--- src/rtl/vga_source_mux.sv ---
`default_nettype none
// ============================================================================
// Module   : vga_source_mux
// Purpose  : Registered pixel-source selector for the VGA driver. Picks one
//            of NUM_SOURCES colour generators and forces black during
//            blanking. A source change request is held until the next frame
//            start, so one frame always comes from a single source.
// Ports    : clk, reset        - system clock, async active-high reset
//            pix_en            - pixel advance enable
//            sources           - packed pixels, source k at [k*DW +: DW]
//            video_on          - pixel is visible
//            frame_start       - first pixel of a frame (with pix_en)
//            sel_in, sel_load  - source request and capture strobe
//            y, video_on_out   - registered pixel and aligned visibility
//            active_sel        - source currently driving y
//            sel_pending       - a request is waiting for frame start
//            sel_ack, sel_err  - one-clk pulses: request applied / rejected
// Revision : 1.0 - initial release
// ============================================================================
module vga_source_mux #(
    parameter  int DATA_WIDTH  = 24,
    parameter  int NUM_SOURCES = 4,
    localparam int SEL_WIDTH   = $clog2(NUM_SOURCES)
) (
    input  logic                              clk,
    input  logic                              reset,
    input  logic                              pix_en,
    input  logic [NUM_SOURCES*DATA_WIDTH-1:0] sources,
    input  logic                              video_on,
    input  logic                              frame_start,
    input  logic [SEL_WIDTH-1:0]              sel_in,
    input  logic                              sel_load,
    output logic [DATA_WIDTH-1:0]             y,
    output logic                              video_on_out,
    output logic [SEL_WIDTH-1:0]              active_sel,
    output logic                              sel_pending,
    output logic                              sel_ack,
    output logic                              sel_err
);

    // Mux table is padded to a power of two so any select value indexes a
    // defined entry; unused slots read as black and are never selected.
    localparam int                 c_slots       = 1 << SEL_WIDTH;
    localparam logic [SEL_WIDTH:0] c_num_sources = NUM_SOURCES[SEL_WIDTH:0];

    typedef enum logic [0:0] {
        ST_IDLE    = 1'b0,
        ST_PENDING = 1'b1
    } state_t;

    state_t                 state_q, state_d;
    logic [SEL_WIDTH-1:0]   pending_sel_q, pending_sel_d;
    logic [SEL_WIDTH-1:0]   active_sel_q, active_sel_d;
    logic [DATA_WIDTH-1:0]  y_q, y_d;
    logic                   video_on_out_q, video_on_out_d;
    logic                   sel_ack_q, sel_ack_d;
    logic                   sel_err_q, sel_err_d;

    logic [DATA_WIDTH-1:0]  src_arr [c_slots];
    logic                   valid_load;
    logic                   invalid_load;
    logic                   eff_pending;
    logic [SEL_WIDTH-1:0]   eff_sel;
    logic                   apply;
    logic [SEL_WIDTH-1:0]   mux_sel;

    generate
        for (genvar k = 0; k < c_slots; k++) begin : g_src
            if (k < NUM_SOURCES) begin : g_used
                assign src_arr[k] = sources[k*DATA_WIDTH +: DATA_WIDTH];
            end else begin : g_unused
                assign src_arr[k] = '0;
            end
        end
    endgenerate

    always_comb begin
        valid_load   = sel_load && ({1'b0, sel_in} < c_num_sources);
        invalid_load = sel_load && !valid_load;

        // A load arriving on the frame-start pixel takes effect immediately
        // rather than waiting a whole frame.
        eff_pending  = valid_load || (state_q == ST_PENDING);
        eff_sel      = valid_load ? sel_in : pending_sel_q;
        apply        = pix_en && frame_start && eff_pending;
        mux_sel      = apply ? eff_sel : active_sel_q;

        state_d        = state_q;
        pending_sel_d  = pending_sel_q;
        active_sel_d   = active_sel_q;
        y_d            = y_q;
        video_on_out_d = video_on_out_q;
        sel_ack_d      = apply;
        sel_err_d      = invalid_load;

        if (valid_load) begin
            // Last request before frame start wins.
            pending_sel_d = sel_in;
            state_d       = ST_PENDING;
        end

        if (apply) begin
            active_sel_d = eff_sel;
            state_d      = ST_IDLE;
        end

        if (pix_en) begin
            y_d            = video_on ? src_arr[mux_sel] : '0;
            video_on_out_d = video_on;
        end
    end

    always_ff @(posedge clk or posedge reset) begin
        if (reset) begin
            state_q        <= ST_IDLE;
            pending_sel_q  <= '0;
            active_sel_q   <= '0;
            y_q            <= '0;
            video_on_out_q <= 1'b0;
            sel_ack_q      <= 1'b0;
            sel_err_q      <= 1'b0;
        end else begin
            state_q        <= state_d;
            pending_sel_q  <= pending_sel_d;
            active_sel_q   <= active_sel_d;
            y_q            <= y_d;
            video_on_out_q <= video_on_out_d;
            sel_ack_q      <= sel_ack_d;
            sel_err_q      <= sel_err_d;
        end
    end

    assign y            = y_q;
    assign video_on_out = video_on_out_q;
    assign active_sel   = active_sel_q;
    assign sel_pending  = (state_q == ST_PENDING);
    assign sel_ack      = sel_ack_q;
    assign sel_err      = sel_err_q;

endmodule
`default_nettype wire

--- config.mk ---
export PLATFORM = sky130hd
export DESIGN_NAME = vga_source_mux
export DESIGN_NICKNAME = d
export VERILOG_FILES = /design/src/rtl/vga_source_mux.sv
export SDC_FILE = /design/constraint.sdc
export NUM_CORES = 1
export LEC_CHECK = 0
export ABC_AREA = 0
export BUFFER_PORTS_ARGS = -buffer_cell sky130_fd_sc_hd__buf_2
export CORE_MARGIN = 4
export CORE_UTILIZATION = 30
export CTS_CLUSTER_SIZE = 40
export DETAILED_ROUTE_END_ITERATION = 12
export GPL_TIMING_DRIVEN = 0
export HOLD_SLACK_MARGIN = 0.06
export PLACE_DENSITY = 0.62
export SYNTH_ARGS = -nofsm -noshare
export SYNTH_HDL_FRONTEND = slang
export SYNTH_SLANG_ARGS = --single-unit
--- constraint.sdc ---
create_clock -name clk -period 4.3 [get_ports clk]
set_input_delay 0.43 -clock clk [delete_from_list [all_inputs] [get_ports clk]]
set_output_delay 0.43 -clock clk [all_outputs]
set_load 0.1 [all_outputs]
== Word-level counts from Yosys, hierarchy flattened ==
Index checks and enable logic that the tools add are counted.

* Word-level logic and storage cells: 20
* Register bits: 31

* Mux-type cells: 8
* Order comparisons: 1
* Bitwise operators: 1
* Reduce and logical (&&, ||, !) cells: 4

{| class="wikitable"
|+ Operators with widths
! kind !! count
|-
| 24-bit 2-to-1 mux || 3
|-
| 24-bit binary-select mux with 2-bit select || 1
|-
| 2-bit 2-to-1 mux || 2
|-
| 3-bit >= comparator, second input constant || 1
|-
| 2-bit inverter with 3-bit output || 1
|-
| 1-bit logical AND || 2
|-
| 1-bit 2-to-1 mux || 2
|-
| 2-bit nonzero test || 1
|-
| 1-bit logical OR || 1
|}

== Logic depth before layout (Yosys ltp) ==
Gate-level depths: netlist (run 1).

* Depth in word-level cells: 8
* Gate-level depth with buffers: 6
* Mapped depth without buffers: 4

== Worst setup path before layout (run 1) ==
OpenSTA, ideal clock, no wires.

* Kind: reg-to-reg
* From: reg state_q (netlist: sel_pending)
* To: reg y_q[0] (netlist: y[0])
* Data arrival time: 2.146 ns
* Path buffers: 2
* Data required time: 4.168 ns
* Slack: 2.022 ns
* Stages on the path, launching flop included: 7
* Setup time: 0.132 ns
* Cells stage by stage: dfrtp_1 > o211ai_2 > mux2i_4 > buf_6 > buf_4 > mux2i_1 > o221ai_2

* Word-level cells in the longest chain between the ends: 8

{| class="wikitable"
|+ RTL lines
! item !! RTL line !! text
|-
| from (decl) || 51 || <nowiki>state_t state_q, state_d;</nowiki>
|-
| from (signal assigned) || 123 || <nowiki>state_q <= state_d;</nowiki>
|-
| 1-bit logical OR || 83 || <nowiki>eff_pending = valid_load || (state_q == ST_PENDING);</nowiki>
|-
| 1-bit logical AND || 85 || <nowiki>apply = pix_en && frame_start && eff_pending;</nowiki>
|-
| 2-bit 2-to-1 mux || 86 || <nowiki>mux_sel = apply ? eff_sel : active_sel_q;</nowiki>
|-
| 2-bit inverter with 3-bit output (implied by the code) || 108 || <nowiki>y_d = video_on ? src_arr[mux_sel] : '0;</nowiki>
|-
| 24-bit binary-select mux with 2-bit select || 108 ||
|-
| 24-bit 2-to-1 mux (implied by the code) (2 in a row) || 108 ||
|-
| 24-bit 2-to-1 mux || 108 ||
|-
| to (signal assigned) || 126 || <nowiki>y_q <= y_d;</nowiki>
|-
| to (decl) || 54 || <nowiki>logic [DATA_WIDTH-1:0] y_q, y_d;</nowiki>
|}

Every way passes these cells. The select of a mux whose other input is x is not followed.
A chain may end at the register's enable or synchronous reset.

== Worst setup path in the final report (run 1) ==
* From: reg state_q (netlist: sel_pending)
* To: reg y_q[23] (netlist: y[23])

Same word-level chain as after synthesis.

==> impl_metrics.prom, run 1 <==
# TYPE chip_impl_metric gauge
chip_impl_metric{name="worst-r2r-setup-slack",unit="ns"} 2.33
chip_impl_info{name="critical_path.reg2reg.startpoint",value="sel_pending$_DFFE_PP0P_"} 1
chip_impl_metric{name="timing.setup.tns",unit="ns"} 0
chip_impl_metric{name="die_width",unit="um"} 86.6
chip_impl_info{name="grt_setup_unrepaired",value="false"} 1
chip_impl_info{name="critical_path_class",value="reg2reg"} 1
chip_impl_metric{name="multi_input_area",unit="sq um"} 965
chip_impl_metric{name="final_net_count",unit=""} 401
chip_impl_metric{name="avgViaCountPerCell",unit=""} 4.67
chip_impl_metric{name="slew_headroom",unit="%"} 63.1
chip_impl_metric{name="power_density",unit="mW/mm^2"} 506
chip_impl_metric{name="detailedRoute.firstIterationViolations",unit=""} 39
chip_impl_metric{name="initial_standard_cell_utilization_of_the_core",unit="%"} 31.1
chip_impl_metric{name="post_cts_resize_count",unit=""} 0
chip_impl_metric{name="clock-skew-final",unit="ns"} 0.00755
chip_impl_metric{name="layout.area.seq",unit="sq um"} 776
chip_impl_info{name="final_common_cell",value="sky130_fd_sc_hd__buf_2"} 1
chip_impl_metric{name="layoutNonFillerInstCount",unit=""} 373
chip_impl_metric{name="synth_cell_types",unit=""} 21
chip_impl_metric{name="critical_path_arrival",unit="ns"} 2.11
chip_impl_info{name="status",value="finished clean"} 1
chip_impl_metric{name="antenna_found_initial",unit=""} 0
chip_impl_metric{name="mappedNetlistArea",unit="sq mm"} 0.00185
chip_impl_metric{name="detailed_place.area",unit="sq mm"} 0.00261
chip_impl_metric{name="clk-insertion-delay-late",unit="ns"} 0.28
chip_impl_info{name="final_cell_mix",value="sky130_fd_sc_hd__buf_2, sky130_fd_sc_hd__mux2i_1, sky130_fd_sc_hd__dfrtp_1, sky130_fd_sc_hd__nand2b_1, sky130_fd_sc_hd__o221ai_1"} 1
chip_impl_metric{name="ys_ff_latch",unit=""} 31
chip_impl_metric{name="holdBufCountCts",unit=""} 0
chip_impl_metric{name="drt_first_pass_iters",unit=""} 4
chip_impl_metric{name="global_route.usage.total",unit="%"} 15.3
chip_impl_metric{name="critical_path_peak_fanout",unit=""} 10
chip_impl_info{name="synth.largest_area_cell",value="sky130_fd_sc_hd__dfrtp_1"} 1
chip_impl_metric{name="numClockSinks",unit=""} 31
chip_impl_metric{name="drt-total-wl",unit="mm"} 5.71
chip_impl_metric{name="fp.dieArea",unit="sq mm"} 0.00749
chip_impl_metric{name="num_antenna_cells",unit=""} 0
chip_impl_metric{name="synth_cells",unit=""} 157
chip_impl_metric{name="vdd.ir_drop.worst",unit="mV"} 0.238
chip_impl_info{name="ctsRootBufferMaster",value="sky130_fd_sc_hd__clkbuf_8"} 1
chip_impl_metric{name="synthesis_to_layout_area_growth",unit="%"} 47.6
chip_impl_info{name="tritoncts",value="yes"} 1
chip_impl_metric{name="post_route_cells_drive_above_1_share",unit="%"} 53.4
chip_impl_metric{name="cts_made_buffers",unit=""} 5
chip_impl_info{name="crit_path_end_kind",value="flop"} 1
chip_impl_metric{name="finalWorstSetupSlack",unit="ns"} 2.33
chip_impl_metric{name="io_buffer_count",unit=""} 132
chip_impl_metric{name="cap_violations",unit=""} 0
chip_impl_metric{name="maximum_clock_insertion_buffer_count",unit=""} 2
chip_impl_info{name="crit_start",value="sel_pending$_DFFE_PP0P_"} 1
chip_impl_metric{name="grt_pass1_wl",unit="mm"} 8.82
chip_impl_metric{name="number_of_hold_violations_in_the_final_report",unit=""} 0
chip_impl_metric{name="placeableCoreArea",unit="sq mm"} 0.00596
chip_impl_metric{name="synth_largest_type_area_fraction",unit="%"} 41.9
chip_impl_metric{name="p_leak",unit="nW"} 1.51
chip_impl_metric{name="avgRoutedWirePerCell",unit="um"} 15.3
chip_impl_metric{name="dpl.cell_count",unit=""} 364
chip_impl_metric{name="io_pins",unit=""} 134
chip_impl_metric{name="worstRegToRegCells",unit=""} 5
chip_impl_metric{name="layout.cell_area.non_filler",unit="sq mm"} 0.00273
chip_impl_info{name="reg2reg_to",value="y[23]$_DFFE_PP0P_"} 1
chip_impl_info{name="crit_slowest_cell",value="sky130_fd_sc_hd__dfrtp_1"} 1
chip_impl_metric{name="fmax",unit="MHz"} 508
chip_impl_metric{name="post-cts-setup-buffer-count",unit=""} 0
chip_impl_metric{name="globalplace.congestion",unit=""} 0.754
chip_impl_metric{name="cts.clk_slew.worst_paths",unit="ns"} 0.07
chip_impl_metric{name="seq_area_frac_synth",unit="%"} 41.9
chip_impl_metric{name="crit_required",unit="ns"} 4.44
chip_impl_metric{name="worst_slack_placed",unit="ns"} 2.13
chip_impl_metric{name="vias",unit=""} 1742
chip_impl_metric{name="synth_area_per_cell",unit="sq um"} 11.8
chip_impl_metric{name="antenna_left",unit=""} 0
chip_impl_metric{name="drc",unit=""} 0
chip_impl_metric{name="placement_rows",unit=""} 28
chip_impl_info{name="ys_top_cells_by_area",value="sky130_fd_sc_hd__dfrtp_1, sky130_fd_sc_hd__mux2i_1, sky130_fd_sc_hd__o221ai_1"} 1
chip_impl_metric{name="grt_start_max_net_pins",unit=""} 32
chip_impl_metric{name="setup_violations",unit=""} 0
chip_impl_metric{name="cp_num_buf_inv",unit=""} 1
chip_impl_metric{name="yosysWarningCount",unit=""} 0
chip_impl_metric{name="fin_crit",unit="ns"} 1.97
chip_impl_metric{name="tightestPinTransition",unit="ns"} 0.550
chip_impl_metric{name="fin_crit_sh",unit="%"} 45.8
chip_impl_metric{name="critPathMaxStageDelay",unit="ns"} 0.40
chip_impl_info{name="path_cells",value="o211ai_2, mux2i_4, buf_2, mux2i_1, o221ai_1"} 1
chip_impl_metric{name="die_height",unit="um"} 86.6
chip_impl_metric{name="globalRouteOverflowTotal",unit=""} 0
chip_impl_info{name="cp-start-kind",value="flop"} 1
chip_impl_info{name="worstHoldPathType",value="in2async"} 1
chip_impl_metric{name="syn-num-nets",unit=""} 261
chip_impl_metric{name="ctsHtreeMaxLevel",unit=""} 2
chip_impl_metric{name="number_of_global_route_vias_before_repair",unit=""} 1789
chip_impl_metric{name="dp_hpwl",unit="mm"} 4.44
chip_impl_metric{name="nFillCells",unit=""} 613
chip_impl_metric{name="final_max_slew_viol_count",unit=""} 0
chip_impl_info{name="critical_path.top_delay_family",value="multiplexers"} 1
-- synth_stat cells --
| master | instances |
|---|---|
| sky130_fd_sc_hd__or2_1 | 1 |
| sky130_fd_sc_hd__dfrtp_1 | 31 |
| sky130_fd_sc_hd__nand3_1 | 1 |
| sky130_fd_sc_hd__mux2i_4 | 1 |
| sky130_fd_sc_hd__o21ai_0 | 1 |
| sky130_fd_sc_hd__inv_1 | 4 |
| sky130_fd_sc_hd__mux2_2 | 2 |
| sky130_fd_sc_hd__buf_2 | 5 |
| sky130_fd_sc_hd__conb_1 | 1 |
| sky130_fd_sc_hd__o221ai_2 | 3 |
| sky130_fd_sc_hd__a21oi_1 | 1 |
| sky130_fd_sc_hd__nor2_1 | 1 |
| sky130_fd_sc_hd__buf_6 | 4 |
| sky130_fd_sc_hd__o211ai_2 | 1 |
| sky130_fd_sc_hd__nand2b_1 | 24 |
| sky130_fd_sc_hd__mux2_4 | 1 |
| sky130_fd_sc_hd__o221ai_1 | 21 |
| sky130_fd_sc_hd__clkbuf_1 | 3 |
| sky130_fd_sc_hd__nand2_1 | 1 |
| sky130_fd_sc_hd__mux2i_1 | 48 |
| sky130_fd_sc_hd__buf_4 | 2 |
-- power breakdown --
group | switching (mW) | internal (mW) | total [mW]
Clock | 0.105 | 0.146 | 0.251
Combinational | 0.563 | 0.194 | 0.757
Sequential | 0.0285 | 0.345 | 0.374
Total | 0.697 | 0.685 | 1.38
-- final cells by class --
cell class | instances | area share [%]
Buffer | 14 | 3.52
Sequential cell | 31 | 28.4
Inverter | 4 | 0.549
Multi-Input combinational cell | 108 | 35.3
Tap cell | 75 | 3.43
Timing Repair Buffer | 133 | 25.2
Clock buffer | 8 | 3.66
-- flip-flops by register name (all words and copies together) (netlist names) --
| signal | count |
|---|---|
| video_on_out | 1 |
| active_sel | 2 |
| sel_pending | 1 |
| sel_ack | 1 |
| y | 24 |
| pending_sel_q | 2 |
-- layer usage --
| metal | wire [um] | global-route usage, % |
|---|---|---|
| met1 | 2370 | 18.7 |
| met2 | 2770 | 25.3 |
| met3 | 467 | 4.37 |
| met4 | 103 | 5.95 |
| met5 | 0 | 0 |
-- worst max path at each step --
| stage | to | slack [ns] | depth (start not counted) |
|---|---|---|---|
| 2_1_floorplan | y[0]$_DFFE_PP0P_ | 2.02 | 6 |
| 3_3_place_gp | y[0]$_DFFE_PP0P_ | 2.17 | 7 |
| 3_5_place_dp | y[8]$_DFFE_PP0P_ | 2.13 | 7 |
| 4_1_cts | y[0]$_DFFE_PP0P_ | 2.28 | 6 |
| 5_1_grt | y[23]$_DFFE_PP0P_ | 2.12 | 5 |
| 6_report | y[23]$_DFFE_PP0P_ | 2.33 | 5 |
-- per-stage QoR --
step | utilization, % | power (mW) | hold slack, ns
2_1_floorplan | - | 0.980 | 0.466
3_3_place_gp | 43.8 | 1.14 | 0.474
3_5_place_dp | 43.8 | 1.14 | 0.477
4_1_cts | 45.4 | 1.40 | 0.341
5_1_grt | 45.9 | 1.45 | 0.145
6_report | 45.9 | 1.38 | 0.122
-- kinds of logic after synthesis --
logic type / count (synthesis) / synth area share (%)
other: 1 / 0.203
AO/OA/AOI/OAI: 27 / 13.6
flip-flops: 31 / 41.9
multiplexers: 52 / 29.2
AND/OR/NAND/NOR: 28 / 9.12
buffers and inverters: 18 / 6.01
Note: power is estimated with default switching activity, not from simulation.
==> inputs of run 2 (changes only) <==
--- a/config.mk
+++ b/config.mk
@@ -13,7 +13,7 @@
 export DETAILED_ROUTE_END_ITERATION = 12
 export GPL_TIMING_DRIVEN = 0
 export HOLD_SLACK_MARGIN = 0.06
-export PLACE_DENSITY = 0.62
+export PLACE_DENSITY = 0.65
 export SYNTH_ARGS = -nofsm -noshare
 export SYNTH_HDL_FRONTEND = slang
 export SYNTH_SLANG_ARGS = --single-unit
==> constraint.sdc (replaced) <==
create_clock -name clk -period 1.75 [get_ports clk]
set_input_delay 0.175 -clock clk [delete_from_list [all_inputs] [get_ports clk]]
set_output_delay 0.175 -clock clk [all_outputs]
set_load 0.1 [all_outputs]
==> impl_metrics.prom, run 2 (synthesized netlist as in run 1, its figures left out) <==
# TYPE chip_impl_metric gauge
chip_impl_metric{name="layoutNonFillerInstCount",unit=""} 381
chip_impl_metric{name="netSwitchingFraction",unit="%"} 49.2
chip_impl_metric{name="critical_path_peak_fanout",unit=""} 5
chip_impl_metric{name="die_width",unit="um"} 86.6
chip_impl_info{name="ctsRootBufferMaster",value="sky130_fd_sc_hd__clkbuf_8"} 1
chip_impl_info{name="final_cell_mix",value="sky130_fd_sc_hd__buf_2, sky130_fd_sc_hd__mux2i_1, sky130_fd_sc_hd__dfrtp_1, sky130_fd_sc_hd__nand2b_1, sky130_fd_sc_hd__o221ai_2"} 1
chip_impl_metric{name="fin_crit_sh",unit="%"} 107
chip_impl_metric{name="drt-total-wl",unit="mm"} 5.92
chip_impl_metric{name="post_route_cells_drive_above_1_share",unit="%"} 61.1
chip_impl_metric{name="power.switching",unit="mW"} 1.80
chip_impl_metric{name="vias",unit=""} 1800
chip_impl_metric{name="numClockSinks",unit=""} 31
chip_impl_metric{name="globalRouteOverflowTotal",unit=""} 0
chip_impl_info{name="worstHoldPathType",value="in2reg"} 1
chip_impl_metric{name="drc",unit=""} 0
chip_impl_metric{name="combPwrFrac",unit="%"} 57.8
chip_impl_metric{name="final_net_count",unit=""} 409
chip_impl_metric{name="worstRegToRegCells",unit=""} 6
chip_impl_metric{name="grt_start_max_net_pins",unit=""} 32
chip_impl_metric{name="synthesis_to_layout_area_growth",unit="%"} 64.3
chip_impl_metric{name="worst-r2r-setup-slack",unit="ns"} -0.13
chip_impl_metric{name="io_pins",unit=""} 134
chip_impl_metric{name="clk-insertion-delay-late",unit="ns"} 0.28
chip_impl_metric{name="initial_standard_cell_utilization_of_the_core",unit="%"} 31.1
chip_impl_metric{name="power.internal",unit="mW"} 1.85
chip_impl_metric{name="fp.dieArea",unit="sq mm"} 0.00749
chip_impl_metric{name="dp_hpwl",unit="mm"} 4.46
chip_impl_metric{name="cts.clk_slew.worst_paths",unit="ns"} 0.06
chip_impl_metric{name="crit_required",unit="ns"} 1.90
chip_impl_metric{name="flip_flop_count_of_the_largest_register_all_copies_and_words_added",unit=""} 24
chip_impl_info{name="status",value="finished with violations"} 1
chip_impl_info{name="violated_checks",value="setup timing"} 1
chip_impl_metric{name="maximum_clock_insertion_buffer_count",unit=""} 2
chip_impl_metric{name="avgViaCountPerCell",unit=""} 4.72
chip_impl_info{name="crit_path_end_kind",value="flop"} 1
chip_impl_metric{name="fmax",unit="MHz"} 532
chip_impl_metric{name="total_power",unit="mW"} 3.65
chip_impl_info{name="reg2reg_to",value="y[8]$_DFFE_PP0P_"} 1
chip_impl_metric{name="detailed_place.area",unit="sq mm"} 0.00264
chip_impl_metric{name="drt_first_pass_iters",unit=""} 4
chip_impl_metric{name="number_of_hold_violations_in_the_final_report",unit=""} 0
chip_impl_info{name="crit_start",value="sel_pending$_DFFE_PP0P_"} 1
chip_impl_metric{name="slew_headroom",unit="%"} 54.2
chip_impl_metric{name="grt_pass1_wl",unit="mm"} 9.24
chip_impl_metric{name="finalWorstSetupSlack",unit="ns"} -0.130
chip_impl_metric{name="antenna_left",unit=""} 0
chip_impl_metric{name="layout.cell_area.non_filler",unit="sq mm"} 0.00304
chip_impl_metric{name="io_buffer_count",unit=""} 132
chip_impl_metric{name="p_leak",unit="nW"} 1.60
chip_impl_metric{name="num_antenna_cells",unit=""} 0
chip_impl_info{name="tritoncts",value="yes"} 1
chip_impl_info{name="hold_end",value="sel_pending$_DFFE_PP0P_"} 1
chip_impl_metric{name="power_density",unit="mW/mm^2"} 1200
chip_impl_metric{name="cap_violations",unit=""} 0
chip_impl_metric{name="final_max_slew_viol_count",unit=""} 0
chip_impl_metric{name="ctsHtreeMaxLevel",unit=""} 2
chip_impl_metric{name="dpl.cell_count",unit=""} 364
chip_impl_info{name="critical_path.reg2reg.startpoint",value="sel_pending$_DFFE_PP0P_"} 1
chip_impl_metric{name="antenna_found_initial",unit=""} 0
chip_impl_metric{name="global_route.usage.total",unit="%"} 15.8
chip_impl_metric{name="setup_violations",unit=""} 24
chip_impl_metric{name="tightestPinTransition",unit="ns"} 0.682
chip_impl_metric{name="min_delay_path_depth",unit=""} 2
chip_impl_metric{name="placeableCoreArea",unit="sq mm"} 0.00596
chip_impl_metric{name="detailedRoute.firstIterationViolations",unit=""} 30
chip_impl_info{name="cp-start-kind",value="flop"} 1
chip_impl_metric{name="fin_crit",unit="ns"} 1.88
chip_impl_info{name="final_common_cell",value="sky130_fd_sc_hd__buf_2"} 1
chip_impl_info{name="grt_setup_unrepaired",value="true"} 1
chip_impl_metric{name="globalplace.congestion",unit=""} 0.731
chip_impl_metric{name="avgRoutedWirePerCell",unit="um"} 15.5
chip_impl_metric{name="vdd.ir_drop.worst",unit="mV"} 0.585
chip_impl_metric{name="share_clk_of_total_power",unit="%"} 16.9
chip_impl_metric{name="critical_path_arrival",unit="ns"} 2.03
chip_impl_metric{name="placement_rows",unit=""} 28
chip_impl_info{name="critical_path_class",value="reg2reg"} 1
chip_impl_info{name="worst_min_delay_path_startpoint",value="frame_start"} 1
chip_impl_metric{name="cts_made_buffers",unit=""} 5
chip_impl_metric{name="power.sequential.fraction",unit="%"} 25.3
chip_impl_metric{name="clock-skew-final",unit="ns"} 0.00203
chip_impl_metric{name="die_height",unit="um"} 86.6
chip_impl_metric{name="number_of_global_route_vias_before_repair",unit=""} 1896
==> run 2: cell types whose count changed in the layout (fill, tap and decap cells not counted), sizes merged <==
cell         change
dlygate4sd3      +1
buf              +6
clkbuf           +1
==> run 2: power groups by stage <==
stage	Sequential [mW]	Clock, mW	Combinational (mW)
floorplan	1.87	0	0.560
global placement	0.930	0	1.89
CTS	0.921	0.644	2.03
finish	0.921	0.617	2.11
global route	0.939	0.666	2.21
detailed placement	0.930	0	1.90
==> run 2: worst max-delay path by stage <==
stage,end,slack (ns),cells after the start
6_report,y[8]$_DFFE_PP0P_,-0.13,6
5_1_grt,y[8]$_DFFE_PP0P_,-0.22,6
4_1_cts,y[8]$_DFFE_PP0P_,-0.13,6
3_5_place_dp,y[20]$_DFFE_PP0P_,-0.22,5
3_3_place_gp,y[2]$_DFFE_PP0P_,-0.20,5
2_1_floorplan,y[0]$_DFFE_PP0P_,-0.19,6
==> run 2: final cells by class <==
type / instances / area, sq um
fillers: 576 / 2910
multi-input cells: 108 / 1100
repair buffers: 142 / 808
flip-flops and latches: 31 / 779
plain buffers: 13 / 146
clock buffers: 8 / 100
well taps: 75 / 93.8
inverters: 4 / 15.0
==> run 2: per-stage QoR <==
stage	util, %	setup TNS [ns]	hold WS [ns]	worst slack [ns]
floorplan	-	-4.03	0.260	-0.193
global placement	44.3	-4.05	0.401	-0.204
detailed placement	44.3	-4.31	0.412	-0.216
CTS	48.7	-2.58	0.110	-0.128
global route	51.1	-4.50	0.129	-0.222
finish	51.1	-2.27	0.119	-0.130
==> run 2: routing by layer <==
| metal | vias to the layer above | routed length [um] | GRT usage (%) |
|---|---|---|---|
| met2 | 82 | 2810 | 26.6 |
| met4 | 0 | 60 | 3.82 |
| met1 | 825 | 2570 | 20.5 |
| met5 | - | 0 | 0 |
| met3 | 5 | 478 | 3.90 |
| li1 | 888 | - | - |
==> run 2: what timing repair did <==
| item | in CTS | in global routing |
|---|---|---|
| resized for setup | 21 | 15 |
| hold buffers | 0 | 1 |
| setup endpoints to repair | 24 | 24 |
| gates cloned | 1 | 1 |
| pin swaps | 1 | 1 |
| buffers inserted | 5 | 1 |
| hold endpoints to repair | 0 | 15 |
==> run 2: worst max-delay path, stage by stage, from the launching register on <==
cell and delay [ns]:
sky130_fd_sc_hd__dfrtp_4 0.49, sky130_fd_sc_hd__o211ai_4 0.24, sky130_fd_sc_hd__mux2i_4 0.37, sky130_fd_sc_hd__buf_8 0.18, sky130_fd_sc_hd__buf_12 0.13, sky130_fd_sc_hd__mux2i_1 0.22, sky130_fd_sc_hd__o221ai_1 0.12
==> inputs of run 3 (changes only) <==
--- a/config.mk
+++ b/config.mk
@@ -8,12 +8,13 @@
 export ABC_AREA = 0
 export BUFFER_PORTS_ARGS = -buffer_cell sky130_fd_sc_hd__buf_2
 export CORE_MARGIN = 4
-export CORE_UTILIZATION = 30
+export CORE_UTILIZATION = 37
 export CTS_CLUSTER_SIZE = 40
 export DETAILED_ROUTE_END_ITERATION = 12
 export GPL_TIMING_DRIVEN = 0
 export HOLD_SLACK_MARGIN = 0.06
-export PLACE_DENSITY = 0.65
+export PLACE_DENSITY = 0.77
+export SETUP_SLACK_MARGIN = 0.3
 export SYNTH_ARGS = -nofsm -noshare
 export SYNTH_HDL_FRONTEND = slang
 export SYNTH_SLANG_ARGS = --single-unit
==> impl_metrics.prom, run 3 (synthesized netlist as in run 1, its figures left out) <==
# TYPE chip_impl_metric gauge
chip_impl_metric{name="ctsHtreeMaxLevel",unit=""} 2
chip_impl_metric{name="avgRoutedWirePerCell",unit="um"} 16.6
chip_impl_info{name="worstHoldPathType",value="in2reg"} 1
chip_impl_metric{name="post_route_cells_drive_above_1_share",unit="%"} 65.8
chip_impl_info{name="cp-start-kind",value="flop"} 1
chip_impl_metric{name="io_pins",unit=""} 134
chip_impl_metric{name="critical_path_arrival",unit="ns"} 2.10
chip_impl_metric{name="dp_hpwl",unit="mm"} 4.21
chip_impl_metric{name="fin_util",unit="%"} 69.1
chip_impl_metric{name="globalRouteOverflowTotal",unit=""} 0
chip_impl_info{name="violated_checks",value="setup timing"} 1
chip_impl_metric{name="nFillCells",unit=""} 363
chip_impl_metric{name="hold-worst-slack",unit="ns"} 0.113
chip_impl_metric{name="globalplace.congestion",unit=""} 0.702
chip_impl_metric{name="setup_violations",unit=""} 24
chip_impl_metric{name="number_of_global_route_vias_before_repair",unit=""} 1857
chip_impl_metric{name="clock-skew-final",unit="ns"} 0.00458
chip_impl_metric{name="placement_rows",unit=""} 25
chip_impl_metric{name="total_power",unit="mW"} 3.92
chip_impl_metric{name="grt_start_max_net_pins",unit=""} 32
chip_impl_metric{name="final_net_count",unit=""} 416
chip_impl_metric{name="critPathMaxStageDelay",unit="ns"} 0.49
chip_impl_metric{name="avgViaCountPerCell",unit=""} 4.92
chip_impl_metric{name="fmax",unit="MHz"} 525
chip_impl_metric{name="fin_crit",unit="ns"} 1.91
chip_impl_info{name="ctsRootBufferMaster",value="sky130_fd_sc_hd__clkbuf_8"} 1
chip_impl_metric{name="cp_num_buf_inv",unit=""} 2
chip_impl_metric{name="cts.clk_slew.worst_paths",unit="ns"} 0.07
chip_impl_metric{name="worstRegToRegCells",unit=""} 6
chip_impl_metric{name="drt_first_pass_iters",unit=""} 4
chip_impl_metric{name="critical_path_peak_fanout",unit=""} 6
chip_impl_metric{name="number_of_hold_violations_in_the_final_report",unit=""} 0
chip_impl_metric{name="final_max_slew_viol_count",unit=""} 0
chip_impl_metric{name="die_width",unit="um"} 78.7
chip_impl_metric{name="power_density",unit="mW/mm^2"} 1180
chip_impl_metric{name="slew_headroom",unit="%"} 54.0
chip_impl_metric{name="grt_pass1_wl",unit="mm"} 9.18
chip_impl_metric{name="global_route.usage.total",unit="%"} 18.9
chip_impl_info{name="tritoncts",value="yes"} 1
chip_impl_metric{name="clk-insertion-delay-late",unit="ns"} 0.28
chip_impl_metric{name="wp_depth",unit=""} 6
chip_impl_metric{name="crit_required",unit="ns"} 1.94
chip_impl_metric{name="die_height",unit="um"} 78.7
chip_impl_info{name="crit_slowest_cell",value="sky130_fd_sc_hd__dfrtp_4"} 1
chip_impl_metric{name="antenna_left",unit=""} 0
chip_impl_metric{name="placeableCoreArea",unit="sq mm"} 0.00479
chip_impl_metric{name="p_leak",unit="nW"} 1.66
chip_impl_metric{name="antenna_found_initial",unit=""} 0
chip_impl_metric{name="vdd.ir_drop.worst",unit="mV"} 0.638
chip_impl_info{name="status",value="finished with violations"} 1
chip_impl_info{name="final_cell_mix",value="sky130_fd_sc_hd__buf_2, sky130_fd_sc_hd__mux2i_1, sky130_fd_sc_hd__dfrtp_1, sky130_fd_sc_hd__nand2b_1, sky130_fd_sc_hd__o221ai_2"} 1
chip_impl_metric{name="cts_made_buffers",unit=""} 5
chip_impl_metric{name="detailed_place.area",unit="sq mm"} 0.00263
chip_impl_metric{name="synthesis_to_layout_area_growth",unit="%"} 78.6
chip_impl_metric{name="finalWorstSetupSlack",unit="ns"} -0.156
chip_impl_metric{name="tightestPinTransition",unit="ns"} 0.685
chip_impl_info{name="final_common_cell",value="sky130_fd_sc_hd__buf_2"} 1
chip_impl_metric{name="fp.dieArea",unit="sq mm"} 0.00620
chip_impl_metric{name="num_antenna_cells",unit=""} 0
chip_impl_metric{name="io_buffer_count",unit=""} 132
chip_impl_metric{name="cap_violations",unit=""} 0
chip_impl_info{name="path_cells",value="o211ai_4, mux2_4, or2_1, buf_6, clkbuf_16, o221ai_2"} 1
chip_impl_metric{name="drc",unit=""} 0
chip_impl_metric{name="flip_flop_count_of_the_largest_register_all_copies_and_words_added",unit=""} 24
chip_impl_metric{name="drt-total-wl",unit="mm"} 6.30
chip_impl_metric{name="layout.cell_area.non_filler",unit="sq mm"} 0.00331
chip_impl_metric{name="maximum_clock_insertion_buffer_count",unit=""} 2
chip_impl_metric{name="fin_crit_sh",unit="%"} 109
chip_impl_info{name="critical_path.top_delay_family",value="flip-flops"} 1
chip_impl_metric{name="vias",unit=""} 1870
chip_impl_info{name="crit_path_end_kind",value="flop"} 1
chip_impl_metric{name="initial_standard_cell_utilization_of_the_core",unit="%"} 38.7
chip_impl_info{name="grt_setup_unrepaired",value="true"} 1
chip_impl_metric{name="detailedRoute.firstIterationViolations",unit=""} 66
chip_impl_metric{name="min_delay_path_depth",unit=""} 2
chip_impl_info{name="critical_path_class",value="reg2reg"} 1
chip_impl_metric{name="numClockSinks",unit=""} 31
-- run 3: stage by stage --
stage	instances	setup WS, ns	setup TNS, ns
final	380	-0.156	-2.96
after global routing	380	-0.269	-5.52
after CTS	373	-0.127	-2.07
after detailed placement	356	-0.210	-4.04
after global placement	356	-0.184	-3.63
after floorplan	157	-0.193	-4.03
-- run 3: worst paths after layout --
path / start / end / slack, ns
setup / recovery: sel_pending$_DFFE_PP0P_ / y[13]$_DFFE_PP0P_ / -0.16
hold / removal: frame_start / sel_pending$_DFFE_PP0P_ / 0.11
setup reg to reg: sel_pending$_DFFE_PP0P_ / y[13]$_DFFE_PP0P_ / -0.16
hold reg to reg: y[21]$_DFFE_PP0P_ / y[21]$_DFFE_PP0P_ / 0.49
max in group asynchronous: reset / sel_pending$_DFFE_PP0P_ / 0.83
min in group asynchronous: reset / y[5]$_DFFE_PP0P_ / 0.45
-- run 3: final cells by class --
| type | instances | area (sq um) | area share (%) |
|---|---|---|---|
| buffer | 14 | 181 | 5.48 |
| clock buffer | 8 | 100 | 3.03 |
| inverter | 4 | 15.0 | 0.454 |
| multi-input combinational | 108 | 1220 | 37.0 |
| sequential | 31 | 779 | 23.6 |
| tap | 67 | 83.8 | 2.53 |
| timing repair buffer | 148 | 923 | 27.9 |
-- run 3: timing repair --
item,4_1_cts,5_1_grt
hold endpoints to repair,0,15
buffers inserted,7,2
gates cloned,2,3
hold buffers,0,1
resized for setup,46,22
endpoints found under the setup margin,25,25
pin swaps,1,11
-- run 3: worst reg2reg max path, stage by stage (launching register included) --
cell and delay, ns:
sky130_fd_sc_hd__dfrtp_4 0.49, sky130_fd_sc_hd__o211ai_4 0.26, sky130_fd_sc_hd__mux2_4 0.34, sky130_fd_sc_hd__or2_1 0.24, sky130_fd_sc_hd__buf_6 0.16, sky130_fd_sc_hd__clkbuf_16 0.17
sky130_fd_sc_hd__o221ai_2 0.16
-- run 3: metal layers --
layer / global-route usage, % / vias up / routed length [um]
met5: 0 / - / 0
met4: 4.02 / 0 / 63
met3: 4.54 / 6 / 466
met2: 33.5 / 77 / 3310
met1: 23.3 / 883 / 2460
li1: - / 904 / -
-- run 3: where the power goes --
group / internal, mW / total (mW) / leakage, nW / switching (mW)
Combinational: 0.823 / 2.37 / 1.21 / 1.55
Clock: 0.359 / 0.627 / 0.0515 / 0.268
Sequential: 0.850 / 0.919 / 0.396 / 0.0691
